File: config.mk
export PLATFORM = sky130hd
export DESIGN_NAME = conv_cmd_scheduler_flat
export DESIGN_NICKNAME = d
export VERILOG_FILES = /design/src/rtl/conv_cmd_scheduler_if.sv /design/src/rtl/conv_cmd_scheduler.sv /design/src/flat_wrapper.sv
export SDC_FILE = /design/constraint.sdc
export NUM_CORES = 1
export LEC_CHECK = 0
export BUFFER_PORTS_ARGS = -buffer_cell sky130_fd_sc_hd__buf_2
export CORE_UTILIZATION = 51
export DETAILED_ROUTE_END_ITERATION = 10
export HOLD_SLACK_MARGIN = 0.06
export PLACE_DENSITY = 0.81
export SLEW_MARGIN = 20
export SYNTH_ARGS = -nofsm -noshare
export SYNTH_HDL_FRONTEND = slang
export SYNTH_SLANG_ARGS = --single-unit
File: constraint.sdc
create_clock -name clk -period 2.6 [get_ports clk]
set_input_delay 0.39 -clock clk [delete_from_list [all_inputs] [get_ports clk]]
set_output_delay 0.39 -clock clk [all_outputs]
set_load 0.005 [all_outputs]
File: src/rtl/conv_cmd_scheduler_if.sv
// Command/response and engine-side signal bundle for conv_cmd_scheduler.
// The slave modport is the scheduler; the master modport is the CPU plus conv engine.
interface conv_cmd_scheduler_if;
  logic        cmd_valid;
  logic        cmd_ready;
  logic [6:0]  cmd_funct7;
  logic [31:0] cmd_in0;
  logic [31:0] cmd_in1;
  logic        rsp_valid;
  logic        rsp_ready;
  logic [31:0] rsp_data;
  logic        eng_en;
  logic [6:0]  eng_cmd;
  logic [31:0] eng_in0;
  logic [31:0] eng_in1;
  logic [31:0] eng_ret;
  logic        eng_done;

  modport slave (
    input  cmd_valid, cmd_funct7, cmd_in0, cmd_in1, rsp_ready, eng_ret, eng_done,
    output cmd_ready, rsp_valid, rsp_data, eng_en, eng_cmd, eng_in0, eng_in1
  );

  modport master (
    output cmd_valid, cmd_funct7, cmd_in0, cmd_in1, rsp_ready, eng_ret, eng_done,
    input  cmd_ready, rsp_valid, rsp_data, eng_en, eng_cmd, eng_in0, eng_in1
  );
endinterface

File: src/rtl/conv_cmd_scheduler.sv
// Schedules CPU commands onto the conv engine with a per-command timeout,
// and serves local status-read / counter-clear commands without touching the engine.
module conv_cmd_scheduler #(
  parameter int unsigned TIMEOUT_CYCLES = 1024,
  parameter logic [6:0]  STATUS_FUNCT7  = 7'h7F,
  parameter logic [6:0]  CLEAR_FUNCT7   = 7'h7E
) (
  input  logic                 clk,
  input  logic                 reset,
  conv_cmd_scheduler_if.slave  bus
);

  localparam int unsigned TW = (TIMEOUT_CYCLES > 1) ? $clog2(TIMEOUT_CYCLES) : 1;
  localparam logic [TW-1:0] TIMER_LAST = TW'(TIMEOUT_CYCLES - 1);

  typedef enum logic [1:0] {IDLE, ISSUE, WAIT, RESP} state_t;

  state_t        r_state;
  state_t        w_state_next;
  logic [TW-1:0] r_timer;
  logic [31:0]   r_rsp_data;
  logic [6:0]    r_eng_cmd;
  logic [31:0]   r_eng_in0;
  logic [31:0]   r_eng_in1;
  logic          r_err_sticky;
  logic [14:0]   r_timeout_count;
  logic [15:0]   r_done_count;

  logic w_is_status;
  logic w_is_clear;
  logic w_busy;
  logic w_timeout;

  assign w_is_status = (bus.cmd_funct7 == STATUS_FUNCT7);
  assign w_is_clear  = (bus.cmd_funct7 == CLEAR_FUNCT7);
  assign w_busy      = (r_state == ISSUE) || (r_state == WAIT);
  assign w_timeout   = w_busy && (r_timer == TIMER_LAST);

  always_ff @(posedge clk) begin
    if (reset) r_state <= IDLE;
    else       r_state <= w_state_next;
  end

  always_comb begin
    w_state_next = r_state;
    case (r_state)
      IDLE:  if (bus.cmd_valid) w_state_next = (w_is_status || w_is_clear) ? RESP : ISSUE;
      ISSUE: w_state_next = (bus.eng_done || w_timeout) ? RESP : WAIT;
      WAIT:  if (bus.eng_done || w_timeout) w_state_next = RESP;
      RESP:  if (bus.rsp_ready) w_state_next = IDLE;
      default: w_state_next = IDLE;
    endcase
  end

  // Completion is checked before timeout so a done on the last allowed cycle still counts as success.
  always_ff @(posedge clk) begin
    if (reset) begin
      r_timer         <= '0;
      r_rsp_data      <= '0;
      r_eng_cmd       <= '0;
      r_eng_in0       <= '0;
      r_eng_in1       <= '0;
      r_err_sticky    <= 1'b0;
      r_timeout_count <= '0;
      r_done_count    <= '0;
    end else begin
      case (r_state)
        IDLE: begin
          if (bus.cmd_valid) begin
            if (w_is_status) begin
              r_rsp_data <= {r_err_sticky, r_timeout_count, r_done_count};
            end else if (w_is_clear) begin
              r_rsp_data      <= '0;
              r_err_sticky    <= 1'b0;
              r_timeout_count <= '0;
              r_done_count    <= '0;
            end else begin
              r_eng_cmd <= bus.cmd_funct7;
              r_eng_in0 <= bus.cmd_in0;
              r_eng_in1 <= bus.cmd_in1;
              r_timer   <= '0;
            end
          end
        end
        ISSUE, WAIT: begin
          r_timer <= r_timer + TW'(1);
          if (bus.eng_done) begin
            r_rsp_data   <= bus.eng_ret;
            r_done_count <= r_done_count + 16'd1;
          end else if (w_timeout) begin
            r_rsp_data   <= '1;
            r_err_sticky <= 1'b1;
            if (r_timeout_count != '1) r_timeout_count <= r_timeout_count + 15'd1;
          end
        end
        default: ;
      endcase
    end
  end

  assign bus.cmd_ready = (r_state == IDLE);
  assign bus.rsp_valid = (r_state == RESP);
  assign bus.rsp_data  = r_rsp_data;
  assign bus.eng_en    = w_busy;
  assign bus.eng_cmd   = r_eng_cmd;
  assign bus.eng_in0   = r_eng_in0;
  assign bus.eng_in1   = r_eng_in1;

endmodule

File: src/flat_wrapper.sv
// flat-port wrapper written by rule: the top's interface ports become plain ports
module conv_cmd_scheduler_flat 
#(
  parameter int unsigned TIMEOUT_CYCLES = 1024,
  parameter logic [6:0]  STATUS_FUNCT7  = 7'h7F,
  parameter logic [6:0]  CLEAR_FUNCT7   = 7'h7E
)
  (clk, reset, bus_cmd_valid, bus_cmd_funct7, bus_cmd_in0, bus_cmd_in1, bus_rsp_ready, bus_eng_ret, bus_eng_done, bus_cmd_ready, bus_rsp_valid, bus_rsp_data, bus_eng_en, bus_eng_cmd, bus_eng_in0, bus_eng_in1);
  conv_cmd_scheduler_if bus_i ();
  input  logic clk;
  input  logic reset;
  input wire logic [$bits(bus_i.cmd_valid)-1:0] bus_cmd_valid;
  input wire logic [$bits(bus_i.cmd_funct7)-1:0] bus_cmd_funct7;
  input wire logic [$bits(bus_i.cmd_in0)-1:0] bus_cmd_in0;
  input wire logic [$bits(bus_i.cmd_in1)-1:0] bus_cmd_in1;
  input wire logic [$bits(bus_i.rsp_ready)-1:0] bus_rsp_ready;
  input wire logic [$bits(bus_i.eng_ret)-1:0] bus_eng_ret;
  input wire logic [$bits(bus_i.eng_done)-1:0] bus_eng_done;
  output wire logic [$bits(bus_i.cmd_ready)-1:0] bus_cmd_ready;
  output wire logic [$bits(bus_i.rsp_valid)-1:0] bus_rsp_valid;
  output wire logic [$bits(bus_i.rsp_data)-1:0] bus_rsp_data;
  output wire logic [$bits(bus_i.eng_en)-1:0] bus_eng_en;
  output wire logic [$bits(bus_i.eng_cmd)-1:0] bus_eng_cmd;
  output wire logic [$bits(bus_i.eng_in0)-1:0] bus_eng_in0;
  output wire logic [$bits(bus_i.eng_in1)-1:0] bus_eng_in1;
  assign bus_i.cmd_valid = bus_cmd_valid;
  assign bus_i.cmd_funct7 = bus_cmd_funct7;
  assign bus_i.cmd_in0 = bus_cmd_in0;
  assign bus_i.cmd_in1 = bus_cmd_in1;
  assign bus_i.rsp_ready = bus_rsp_ready;
  assign bus_i.eng_ret = bus_eng_ret;
  assign bus_i.eng_done = bus_eng_done;
  assign bus_cmd_ready = bus_i.cmd_ready;
  assign bus_rsp_valid = bus_i.rsp_valid;
  assign bus_rsp_data = bus_i.rsp_data;
  assign bus_eng_en = bus_i.eng_en;
  assign bus_eng_cmd = bus_i.eng_cmd;
  assign bus_eng_in0 = bus_i.eng_in0;
  assign bus_eng_in1 = bus_i.eng_in1;
  conv_cmd_scheduler #(.TIMEOUT_CYCLES(TIMEOUT_CYCLES), .STATUS_FUNCT7(STATUS_FUNCT7), .CLEAR_FUNCT7(CLEAR_FUNCT7)) u_core (.clk(clk), .reset(reset), .bus(bus_i));
endmodule
=== Yosys cells after proc, flatten, opt, wreduce, memory -nomap -nowiden ===
Index checks and enable logic that the tools add are counted.

* Bits in registers: 147
* Bits in latches: 0
* Bits in writable memories: 0
* Bits in read-only memories: 0
* Input port bits: 108
* Output and inout port bits: 106
* Logic and storage cells: 81
* Memories: 0

* Add/subtract/negate cells: 3
* $mul: 0
* Divide/modulo/power cells: 0
* $lt $le $gt $ge: 0
* Equal/unequal tests: 19
* Shift operators: 0
* Muxes and demuxes: 34
* Bitwise logic cells: 2
* Reductions and logical operators: 14

{| class="wikitable"
|+ Operators with widths
! kind !! count
|-
| $mux W32 || 5
|-
| $mux W15 || 6
|-
| $mux W16 || 4
|-
| $pmux W32 S2 || 1
|-
| $pmux W16 S2 || 1
|-
| $mux W10 || 3
|-
| $pmux W15 S2 || 1
|-
| $pmux W10 S2 || 1
|-
| $add A16 B1 Y16 const B || 1
|-
| $add A15 B1 Y15 const B || 1
|-
| $ne A15 B15 Y1 const B || 1
|-
| $eq A7 B7 Y1 const B || 2
|-
| $ne A2 B2 Y1 const B || 7
|-
| $reduce_and A4 Y1 || 3
|-
| $add A10 B1 Y10 const B || 1
|-
| $eq A10 B10 Y1 const B || 1
|-
| $mux W2 || 4
|-
| $pmux W2 S4 || 1
|-
| $reduce_and A7 Y1 || 1
|-
| $mux W1 || 6
|-
| $ne A2 B1 Y1 const B || 3
|-
| $reduce_and A6 Y1 || 1
|-
| $reduce_and A5 Y1 || 1
|-
| $eq A2 B2 Y1 const B || 2
|-
| other kinds (11) || 14
|}

=== Logic depth before layout (Yosys ltp) ===
* Depth after elaboration: 6
* Mapped depth: 9
* Mapped depth without buffers: 7

=== Least setup slack after synthesis ===
Ideal clock, no wire load.

* Kind: reg-to-reg
* Start: register u_core.r_state[0]
* End: register u_core.r_done_count[10]
* Library setup time: 0.128 ns
* Arrival time: 1.937 ns
* Required time: 2.472 ns
* Slack: 0.536 ns
* Cell stages (with the launch flop): 7
* Path buffers: 2
* Clock period less this slack: 2.064 ns
* Path through: dfxtp_1 -> inv_1 -> ha_1 -> buf_2 -> o41ai_2 -> clkbuf_1 -> nor2_1

* Longest elaborated chain between the ends: 4
* Elaborated cells on any way between the ends: 11
* Those cells by class: eq/ne (6); mux (1); reduce/logical (4)

{| class="wikitable"
|+ Ends and longest elaborated chain
! item !! line !! source
|-
| start, declared || conv_cmd_scheduler.sv:18 || <nowiki>state_t r_state;</nowiki>
|-
| start signal, assigned || conv_cmd_scheduler.sv:41 || <nowiki>else r_state <= w_state_next;</nowiki>
|-
| $eq A2 B2 Y1 / $eq A2 B1 Y1 (equally long branches) || conv_cmd_scheduler.sv:67 || <nowiki>case (r_state)</nowiki>
|-
| $reduce_or A2 Y1 || conv_cmd_scheduler.sv:67 ||
|-
| $ne A2 B2 Y1 (no line) / $reduce_bool A2 Y1 (equally long branches) || n/a ||
|-
| $reduce_and A5 Y1 (no line) || n/a ||
|-
| end signal, assigned || conv_cmd_scheduler.sv:89 || <nowiki>r_done_count <= r_done_count + 16'd1;</nowiki>
|-
| end, declared || conv_cmd_scheduler.sv:27 || <nowiki>logic [15:0] r_done_count;</nowiki>
|}

Parallel ways exist; a longest one is shown, timed or not.
A chain may end at the register's enable or synchronous reset.

=== Final worst setup path ===
* Start: register u_core.r_state[1]
* End: register u_core.r_timer[9]

* Longest elaborated chain between the ends: 4
* Elaborated cells on any way between the ends: 10
* Those cells by class: eq/ne (5); mux (1); reduce/logical (4)

{| class="wikitable"
|+ Ends and longest elaborated chain
! item !! line !! source
|-
| $eq A2 B2 Y1 / $eq A2 B1 Y1 (equally long branches) || conv_cmd_scheduler.sv:67 ||
|-
| $reduce_or A2 Y1 || conv_cmd_scheduler.sv:67 ||
|-
| $reduce_bool A2 Y1 (no line) || n/a ||
|-
| $reduce_and A4 Y1 (no line) || n/a ||
|-
| end signal, assigned || conv_cmd_scheduler.sv:86 || <nowiki>r_timer <= r_timer + TW'(1);</nowiki>
|-
| end, declared || conv_cmd_scheduler.sv:20 || <nowiki>logic [TW-1:0] r_timer;</nowiki>
|}

Parallel ways exist; a longest one is shown, timed or not.

==> results.md <==
- Status: complete, no violations
- First-pass GRT wire length: 26890 um
- Total wire length: 16530 um
- Layout cells sized above 1: 0.2720
- Clk pin slew, worst setup/hold paths: 60 ps
- Gpl congestion: 0.8753
- Initial antenna violation count: 0
- Die height: 114.2 um
- P_leak: 3.551 nW
- H-Tree Depth: 4
- Die width: 114.2 um
- Crit path launch type: flop
- Top FF cell, synth: dfxtp_1
- Placed Area: 7589 um^2
- Final Instance Area: 8234 um^2
- Avg WL per Cell: 14.02 um
- Worst-path maximum fanout: 18
- Syn Nets: 926
- Ys async rst share: 0
- CTS Buf Count: 17
- Setup repair bufs after CTS: 0
- Fill cells: 1073
- Synth Register Bits: 147
- Post-synth top area cell: dfxtp_1
- Max Clk Rate: 426.2 MHz
- Row count: 40
- Total grt overflow: 0
- Final setup viols: 0
- Average vias per placed instance: 5.347
- Detailed Route Iter0 Violations: 602
- Pin count of the biggest net entering global routing: 72
- Hold_buf cts: 0
- Total number of vias: 6304
- Yosys cell types: 54
- DRC errors left: 0
- Place WS: 227.8 ps
- Core ar.: 12110 um^2
- Crit. End Element: flop
- Worst IR Drop VDD: 0.6627 mV
- Top cells by area, synth: dfxtp_1, a21oi_1, nand2_1, a211oi_1, nor2_1
- Most frequent cell after synthesis: nand2_1
- Slew Viols, Final: 0
- Io pins: 214
- Top cells by count, synth: nand2_1, a21oi_1, dfxtp_1, nor2_1, inv_1
- Clock Tree Buf Depth: 2
- CP Data Required Time: 2890 ps
- Antenna-violating nets left: 0
- CTS resizes: 0
- Hold Crit Class: input port to flop
- Post-synth EDFFs: 0
- Endpoints failing hold: 0
- Final nets: 1114
- HPWL Detailed: 11280 um
- Layout Utilization: 0.6799
- Synth warn: 0
- Syn Area/Cell: 7.920 um^2
- Clock Skew: 7.844 ps
- Mapped Area: 6415 um^2
- IO buf count: 213
- TNS Setup: 0 ps
- MaxCap Viol Count: 0
- Seq/Total Area, Yosys: 0.4587
- Synth-to-Final Area Change: 28.36%
- Worst Path Arrival: 2630 ps
- PwrDens: 1033 nW/um^2
- Number of global-route vias before repair: 5660
- Worst-Margin Slew: 735.4 ps
- Tot GR Track Use: 0.2576
- Antenna cells: 0
- Rel. slew slack: 0.5098
- Setup slack after layout: 253.6 ps
- Die area: 13030 um^2
- TritonCTS clock tree: built
- Minimum clock period: 2346 ps
- Critical path class: flop to flop
- Clock Sinks: 147
- Skew-Pair Late Insertion Delay: 420 ps
- RSZ-0062 raised after global routing: no
- Post-Synthesis Cells: 810
- Synth top area share: 0.4587
- Initial Util: 0.5296
- First-pass DRT Iterations: 6
- Share of the clock period used by the worst path: 0.9025
- Root buffer cell: clkbuf_16
## flip-flops by register name (all words and copies together), names as in the netlist
name                    flops
u_core.bus.rsp_data        32
u_core.r_err_sticky         1
u_core.bus.eng_cmd          7
u_core.bus.eng_in1         32
u_core.bus.eng_in0         32
u_core.r_timer             10
u_core.r_state              2
u_core.r_timeout_count     15
u_core.r_done_count        16
## critical path: stages (launching register included)
cell and delay, ps:
dfxtp_1 390, inv_1 100, ha_1 440, clkinvlp_4 370
nor2_1 500, o211ai_1 160, xnor2_1 140, nor2b_1 120
## power by group
| group | switching [mW] | internal [mW] |
|---|---|---|
| Combinational | 1.90 | 1.12 |
| Clock | 0.942 | 1.70 |
| Sequential | 0.198 | 2.64 |
## final cells by class
cell class                 count  area (um^2)  share of cell area
clock inverter                13        209.0             0.02538
inverter                      40        153.9             0.01869
sequential                   147         2943              0.3574
timing repair buffer         227         1211              0.1471
tap                          168        210.2             0.02553
multi-input combinational    565         3074              0.3733
clock buffer                  19        432.9             0.05258
## cell usage in the layout (no fill, tap or decap), types with 4 or more instances in the layout
cell | synthesis | routed
and2_1 | 6 | 6
nand2_1 | 165 | 165
clkbuf_16 | 0 | 17
a21oi_1 | 150 | 149
xor2_1 | 7 | 7
nand4_1 | 6 | 6
nor2_1 | 60 | 60
or4_1 | 12 | 12
inv_1 | 40 | 39
clkinvlp_4 | 0 | 4
ha_1 | 8 | 8
a31oi_1 | 10 | 10
buf_2 | 21 | 212
o2111ai_1 | 6 | 6
xnor2_1 | 13 | 13
nor3_1 | 7 | 7
a211oi_1 | 34 | 34
dfxtp_1 | 147 | 147
nand3_1 | 17 | 17
nor4b_2 | 4 | 4
bufinv_16 | 0 | 5
buf_4 | 2 | 12
o21ai_0 | 8 | 8
and4_1 | 6 | 6
and3_1 | 6 | 6
## metal layers
metal,wire [um],GRT usage
met2,7554,0.4000
met4,262,0.09697
met3,1423,0.08047
met5,0,0
met1,7290,0.3354
## cell families (layout without fill, tap and decap cells)
group,Yosys count,after routing,share of synthesized area
and+or+nand+nor,310,310,0.2266
AOI/OAI and AO/OA,226,226,0.2064
DFF,147,147,0.4587
buffers and inverters,98,299,0.06378
xor gates and xnor gates,20,20,0.02731
adders and majority gates,8,8,0.01560
muxes,1,1,0.001560
## worst paths after layout
check             slack [ps]  cells past startpoint                                from                                   to
hold / removal           200                      3                     bus_cmd_in0[17]  u_core.bus.eng_in0[17]$_SDFFE_PP0P_
setup / recovery         250                      7      u_core.r_state[1]$_SDFFE_PP0P_       u_core.r_timer[9]$_SDFFE_PP0P_
setup reg to reg         250                      7      u_core.r_state[1]$_SDFFE_PP0P_       u_core.r_timer[9]$_SDFFE_PP0P_
hold reg to reg          450                      2  u_core.bus.eng_in1[5]$_SDFFE_PP0P_   u_core.bus.eng_in1[5]$_SDFFE_PP0P_
## stage by stage
stage                     power (mW)  hold slack [ps]  cells
after floorplan                4.951            440.7    810
after global placement         5.808            438.1   1147
after detailed placement       5.872            443.7   1147
after CTS                      8.535            187.6   1179
after global routing           9.052            191.4   1179
final                          8.506            199.7   1179
Note: power is estimated with default switching activity, not from simulation.
